File: config.mk
export PLATFORM = sky130hd
export DESIGN_NAME = main_control_fsm
export DESIGN_NICKNAME = d
export VERILOG_FILES = /design/src/rtl/mips_ctrl_pkg.sv /design/src/rtl/ctrl_decode.sv /design/src/rtl/main_control_fsm.sv
export SDC_FILE = /design/constraint.sdc
export NUM_CORES = 1
export LEC_CHECK = 0
export BUFFER_PORTS_ARGS = -buffer_cell sky130_fd_sc_hd__buf_2
export CAP_MARGIN = 20
export CORE_MARGIN = 3
export CORE_UTILIZATION = 38
export DETAILED_ROUTE_END_ITERATION = 7
export GPL_ROUTABILITY_DRIVEN = 1
export PLACE_DENSITY = 0.74
export SLEW_MARGIN = 5
export SYNTH_ARGS = -nofsm -noshare
export SYNTH_HDL_FRONTEND = slang
export SYNTH_SLANG_ARGS = --single-unit
File: constraint.sdc
create_clock -name clk -period 1.6 [get_ports clk]
set_input_delay 0.32 -clock clk [delete_from_list [all_inputs] [get_ports clk]]
set_output_delay 0.32 -clock clk [all_outputs]
set_load 0.1 [all_outputs]
File: src/rtl/mips_ctrl_pkg.sv
// Shared encodings for the multi-cycle MIPS main control FSM: states, opcodes,
// datapath select codes and the packed control word.
package mips_ctrl_pkg;

  typedef enum logic [3:0] {
    StRst     = 4'd0,
    StFetch   = 4'd1,
    StDecode  = 4'd2,
    StMemAdr  = 4'd3,
    StMemRd   = 4'd4,
    StMemWb   = 4'd5,
    StMemWr   = 4'd6,
    StRtypeEx = 4'd7,
    StRtypeWb = 4'd8,
    StBeqEx   = 4'd9,
    StJump    = 4'd10,
    StAddiEx  = 4'd11,
    StAddiWb  = 4'd12
  } state_e;

  localparam logic [5:0] OpRtype = 6'b000000;
  localparam logic [5:0] OpLw    = 6'b100011;
  localparam logic [5:0] OpSw    = 6'b101011;
  localparam logic [5:0] OpBeq   = 6'b000100;
  localparam logic [5:0] OpJ     = 6'b000010;
  localparam logic [5:0] OpAddi  = 6'b001000;

  localparam logic [1:0] PcSrcAluResult = 2'd0;
  localparam logic [1:0] PcSrcAluOut    = 2'd1;
  localparam logic [1:0] PcSrcJump      = 2'd2;

  localparam logic [1:0] AluBReg        = 2'd0;
  localparam logic [1:0] AluBFour       = 2'd1;
  localparam logic [1:0] AluBSignExt    = 2'd2;
  localparam logic [1:0] AluBSignExtSh2 = 2'd3;

  localparam logic [1:0] AluOpAdd   = 2'd0;
  localparam logic [1:0] AluOpSub   = 2'd1;
  localparam logic [1:0] AluOpFunct = 2'd2;

  typedef struct packed {
    logic       pc_write;
    logic       pc_write_cond;
    logic [1:0] pc_source;
    logic       i_or_d;
    logic       mem_read;
    logic       mem_write;
    logic       ir_write;
    logic       mem_to_reg;
    logic       reg_write;
    logic       reg_dst;
    logic       alu_src_a;
    logic [1:0] alu_src_b;
    logic [1:0] alu_op;
  } ctrl_t;

  function automatic logic is_legal_op(input logic [5:0] op);
    return (op == OpRtype) || (op == OpLw) || (op == OpSw) ||
           (op == OpBeq) || (op == OpJ) || (op == OpAddi);
  endfunction

endpackage

File: src/rtl/ctrl_decode.sv
// Moore output decode: registered state (plus MemReady in FETCH) to control word.
module ctrl_decode
  import mips_ctrl_pkg::*;
(
  input  state_e state,
  input  logic   mem_ready,
  output ctrl_t  ctrl
);

  always_comb begin
    ctrl = '0;
    case (state)
      StFetch: begin
        ctrl.mem_read  = 1'b1;
        ctrl.alu_src_b = AluBFour;
        ctrl.alu_op    = AluOpAdd;
        ctrl.pc_source = PcSrcAluResult;
        // IR and PC only load once the instruction word has actually arrived
        ctrl.ir_write  = mem_ready;
        ctrl.pc_write  = mem_ready;
      end
      StDecode: begin
        ctrl.alu_src_b = AluBSignExtSh2;
        ctrl.alu_op    = AluOpAdd;
      end
      StMemAdr, StAddiEx: begin
        ctrl.alu_src_a = 1'b1;
        ctrl.alu_src_b = AluBSignExt;
        ctrl.alu_op    = AluOpAdd;
      end
      StMemRd: begin
        ctrl.mem_read = 1'b1;
        ctrl.i_or_d   = 1'b1;
      end
      StMemWb: begin
        ctrl.reg_write  = 1'b1;
        ctrl.mem_to_reg = 1'b1;
      end
      StMemWr: begin
        ctrl.mem_write = 1'b1;
        ctrl.i_or_d    = 1'b1;
      end
      StRtypeEx: begin
        ctrl.alu_src_a = 1'b1;
        ctrl.alu_src_b = AluBReg;
        ctrl.alu_op    = AluOpFunct;
      end
      StRtypeWb: begin
        ctrl.reg_write = 1'b1;
        ctrl.reg_dst   = 1'b1;
      end
      StBeqEx: begin
        ctrl.alu_src_a     = 1'b1;
        ctrl.alu_src_b     = AluBReg;
        ctrl.alu_op        = AluOpSub;
        ctrl.pc_write_cond = 1'b1;
        ctrl.pc_source     = PcSrcAluOut;
      end
      StJump: begin
        ctrl.pc_write  = 1'b1;
        ctrl.pc_source = PcSrcJump;
      end
      StAddiWb: begin
        ctrl.reg_write = 1'b1;
      end
      default: ctrl = '0;
    endcase
  end

endmodule

File: src/rtl/main_control_fsm.sv
// Multi-cycle MIPS main control: state register, next-state logic and the
// registered illegal-opcode pulse; outputs come from ctrl_decode.
module main_control_fsm
  import mips_ctrl_pkg::*;
(
  input  logic       clk,
  input  logic       reset,
  input  logic [5:0] Opcode,
  input  logic       Zero,
  input  logic       MemReady,
  output logic       PCWrite,
  output logic       PCWriteCond,
  output logic [1:0] PC_Source,
  output logic       IorD,
  output logic       MemRead,
  output logic       MemWrite,
  output logic       IRWrite,
  output logic       MemtoReg,
  output logic       RegWrite,
  output logic       RegDst,
  output logic       ALUSrcA,
  output logic [1:0] ALUSrcB,
  output logic [1:0] ALUOp,
  output logic [3:0] State,
  output logic       IllegalOp
);

  state_e state_q, state_d;
  logic   illegal_q, illegal_d;
  ctrl_t  ctrl;

  // Branch qualification with Zero happens in the datapath.
  logic unused_zero;
  assign unused_zero = Zero;

  always_ff @(posedge clk) begin
    if (reset) begin
      state_q   <= StRst;
      illegal_q <= 1'b0;
    end else begin
      state_q   <= state_d;
      illegal_q <= illegal_d;
    end
  end

  always_comb begin
    state_d   = StRst;
    illegal_d = 1'b0;
    case (state_q)
      StRst:   state_d = StFetch;
      StFetch: state_d = MemReady ? StDecode : StFetch;
      StDecode: begin
        if (Opcode == OpRtype) begin
          state_d = StRtypeEx;
        end else if (Opcode == OpLw || Opcode == OpSw) begin
          state_d = StMemAdr;
        end else if (Opcode == OpBeq) begin
          state_d = StBeqEx;
        end else if (Opcode == OpJ) begin
          state_d = StJump;
        end else if (Opcode == OpAddi) begin
          state_d = StAddiEx;
        end else begin
          state_d = StFetch;
        end
        illegal_d = !is_legal_op(Opcode);
      end
      StMemAdr:  state_d = (Opcode == OpSw) ? StMemWr : StMemRd;
      StMemRd:   state_d = MemReady ? StMemWb : StMemRd;
      StMemWb:   state_d = StFetch;
      StMemWr:   state_d = MemReady ? StFetch : StMemWr;
      StRtypeEx: state_d = StRtypeWb;
      StRtypeWb: state_d = StFetch;
      StBeqEx:   state_d = StFetch;
      StJump:    state_d = StFetch;
      StAddiEx:  state_d = StAddiWb;
      StAddiWb:  state_d = StFetch;
      // Corrupted encodings recover through RST.
      default:   state_d = StRst;
    endcase
  end

  ctrl_decode u_ctrl_decode (
    .state     (state_q),
    .mem_ready (MemReady),
    .ctrl      (ctrl)
  );

  assign PCWrite     = ctrl.pc_write;
  assign PCWriteCond = ctrl.pc_write_cond;
  assign PC_Source   = ctrl.pc_source;
  assign IorD        = ctrl.i_or_d;
  assign MemRead     = ctrl.mem_read;
  assign MemWrite    = ctrl.mem_write;
  assign IRWrite     = ctrl.ir_write;
  assign MemtoReg    = ctrl.mem_to_reg;
  assign RegWrite    = ctrl.reg_write;
  assign RegDst      = ctrl.reg_dst;
  assign ALUSrcA     = ctrl.alu_src_a;
  assign ALUSrcB     = ctrl.alu_src_b;
  assign ALUOp       = ctrl.alu_op;
  assign State       = state_q;
  assign IllegalOp   = illegal_q;

endmodule
==> results of run 1 <==
[kinds of logic after synthesis]
kind of cell,after synthesis,share of synthesized area
buffers and inverters,8,0.0762
AOI/OAI and AO/OA,20,0.270
DFF,5,0.185
and+or+nand+nor,40,0.436
xor gates and xnor gates,2,0.0323
[synth_stat cells]
master / instances
nor3_1: 4
buf_6: 1
a211o_1: 1
clkbuf_1: 6
nor4_1: 1
nand4_1: 1
o211ai_1: 1
a211oi_1: 2
a31oi_1: 2
a21oi_1: 2
nor2_1: 11
xnor2_1: 1
o2111ai_1: 1
or4_1: 2
o31ai_1: 1
and3_1: 2
o211a_1: 1
o21bai_1: 2
o21a_1: 1
nor4b_1: 1
o21ai_0: 2
dfxtp_1: 5
nand3b_1: 3
nor2b_1: 2
nand2_1: 3
nand2b_1: 4
a2bb2oi_1: 1
nor4bb_1: 3
buf_4: 1
or4b_1: 1
a2111oi_0: 2
nor3b_1: 2
a21o_1: 1
xor2_1: 1
[per-stage QoR]
stage / setup slack [ns] / std cells / TNS, ns / hold WS, ns / cell area (µm²)
floorplan: -0.578 / 75 / -5.31 / 0.399 / 769
global placement: 0.0173 / 120 / 0 / 0.523 / 1200
==> flow_summary.toml, run 1 <==
[synthesis]
post_synth_instance_area_um2 = 542
synth_cells = 75
synthesis.nets = 85
seq_area_frac_synth = 0.185
avgSynthCellArea_um2 = 7.22
synth.ff_latch_count = 5
synth_top_area_cell = "dfxtp_1"
synth.top_cells.by_area = "dfxtp_1 (18%), nor2_1 (7.6%), nor4bb_1 (5.5%)"
synth.distinct_cells = 34
netlist.area_leader.share = 0.185
yosys_warnings = 0

[floorplan]
die_y_um = 43.8
fp-row-count = 12
start_util = 0.445
dieWidth_um = 43.8
ioPinCount = 31

[status]
status = "aborted with a tool error"
haltStage = "detailed placement (3_5_place_dp)"
first-error = "[ERROR DPL-0033] detailed placement checks failed during check placement."

[place]
place_congestion = 0.843
hpwl_um = 2050
portBuffers = 29
==> run 2: changes to the inputs <==
--- a/config.mk
+++ b/config.mk
@@ -7,11 +7,11 @@
 export LEC_CHECK = 0
 export BUFFER_PORTS_ARGS = -buffer_cell sky130_fd_sc_hd__buf_2
 export CAP_MARGIN = 20
-export CORE_MARGIN = 3
-export CORE_UTILIZATION = 38
+export CORE_AREA = 3 3 64 66
 export DETAILED_ROUTE_END_ITERATION = 7
+export DIE_AREA = 0 0 67 69
 export GPL_ROUTABILITY_DRIVEN = 1
-export PLACE_DENSITY = 0.74
+export PLACE_DENSITY_LB_ADDON = 0.15
 export SLEW_MARGIN = 5
 export SYNTH_ARGS = -nofsm -noshare
 export SYNTH_HDL_FRONTEND = slang
==> constraint.sdc (replaced) <==
create_clock -name clk -period 2.1 [get_ports clk]
set_input_delay 0.42 -clock clk [delete_from_list [all_inputs] [get_ports clk]]
set_output_delay 0.42 -clock clk [all_outputs]
set_load 0.1 [all_outputs]
==> flow_summary.toml, run 2 <==
[pwr]
power_density_nw_per_um2 = 485
cellLeakagePower_nw = 0.356
total_power_mw = 0.477
ir_drop_mv = 0.184

[min_path]
min_path_type = "input pin to flop"

[place]
place_congestion = 0.729
placed_cell_area_um2 = 938
portBuffers = 29
place_ws_ns = 0.311
hpwl_um = 1340
dp.cells = 145

[sta]
rsz0062_at_grt = "false"
skew_ns = 0.0000764
finalSetupViolCount = 0
period_share = 0.932
fin_setup_tns_ns = 0
period_needed_ns = 1.96
slew_violations = 0
hold_ws_ns = 0.420
hold_violations = 0
max-slew-margin-rel = 0.675
setup_ws_ns = 0.144
tightest_slew_ns = 0.490
fmax_mhz = 511

[clock_tree]
hold_buffers = 0
numCtsBuffers = 3
cts_resized = 0
cts_tree = "done"
cts_root_buf = "clkbuf_8"
cts_setup_buffers = 0
clk_latency_ns = 0.22
htreeDepth = 1
clk_pin_slew_worst_paths_ns = 0.03
ctsLongestPathBuffers = 2
clock_sinks = 5

[cells_and_area]
drive_gt1_frac = 0.525
antenna_cells = 0
largest_reg_flops = 4
mostFrequentLayoutCell = "buf_2"
final_cells = 149
mostFrequentLayoutCells = "buf_2 (23), nor2_4 (7), buf_12 (6), dfxtp_4 (4)"
finalInstanceArea_um2 = 983
synthToLayoutAreaGrowth_pct = 81.5
final_util = 0.271
fillCellCount = 412
finalNetCount = 112

[worst_setup_path]
path_class = "flop to output port"
required_ns = 1.68
crit_family = "flip-flops"
path_cells = "nand3b_1, nor3_4, buf_2"
cp_max_fo = 22
worstSetupEndpointType = "output port"
slowest_stage = "dfxtp_4"
r2r_setup_slack_ns = 0.39
worst-path-buf-inv = 1
arrival_ns = 1.54
slowest_delay_ns = 0.49
startpoint_type = "flop"

[grt]
grt.total_usage = 0.0756
grt_pass1_vias = 575
grt_max_degree = 23
grt_pass1_wl_um = 2750
grt_overflow_total = 0
antenna_found_initial = 0

[synthesis]
netlist.area_leader.share = 0.185
synthesis.nets = 85
yosys_warnings = 0
avgSynthCellArea_um2 = 7.22
synth_commonest_cells = "nor2_1 (11), clkbuf_1 (6), dfxtp_1 (5)"
synth_most_common_cell = "nor2_1"
synth_top_area_cell = "dfxtp_1"
synth.distinct_cells = 34
synth_edf_count = 0
synth.top_cells.by_area = "dfxtp_1 (18%), nor2_1 (7.6%), nor4bb_1 (5.5%)"
seq_area_frac_synth = 0.185
async_reset_ff_frac = 0
post_synth_instance_area_um2 = 542
synth.ff_latch_count = 5
synthFlopType = "dfxtp_1"
synth_cells = 75

[floorplan]
dieWidth_um = 67
start_util = 0.149
fp-row-count = 22
die_y_um = 69
ioPinCount = 31
design.die.area_um2 = 4620
coreArea_um2 = 3630

[route]
wl_um = 1750
drc = 0
ant_nets = 0
drt_iter0_drc = 41
wl_per_cell_um = 11.7
first_pass_iters = 4
routed_via_density = 4.40
vias = 656

[flow_run]
max_cap_violations = 0

[status]
status = "completed"
[run 2: cell counts after synthesis]
No cell type changed its count.
[run 2: power breakdown]
group	switching [mW]	total [mW]	internal (mW)
clock	0.0430	0.173	0.130
combinational	0.133	0.188	0.0553
sequential	0.0199	0.116	0.0963
total	0.196	0.477	0.282
[run 2: logic make-up (layout without fill, tap and decap cells)]
logic type	Yosys count	after routing	share of synthesized area
buffers and inverters	8	34	0.0762
DFF	5	5	0.185
and+or+nand+nor	40	40	0.436
xor gates and xnor gates	2	2	0.0323
AOI/OAI and AO/OA	20	20	0.270
[run 2: final timing paths]
check	start	to	cells after the start
setup / recovery	State[0]	IRWrite	3
hold / removal	reset	State[0]	2
setup reg to reg	State[1]	State[2]	3
hold reg to reg	State[0]	State[2]	2
[run 2: routing by layer]
layer,share of wire,track usage,wire length (µm),up-vias
met2,0.45,0.108,780,29
met3,0.098,0.0326,171,0
li1,-,-,-,336
met5,0,0,0,-
met1,0.45,0.102,794,291
met4,0,0.0203,0,0
[run 2: cell type report]
type / instances / area, µm² / share of cell area
clock buffers: 4 / 45.0 / 0.0458
multi-input cells: 62 / 520 / 0.529
flip-flops and latches: 5 / 115 / 0.117
well taps: 48 / 60.1 / 0.0611
repair buffers: 30 / 243 / 0.247
No activity file was read; power rests on OpenSTA's default activity.
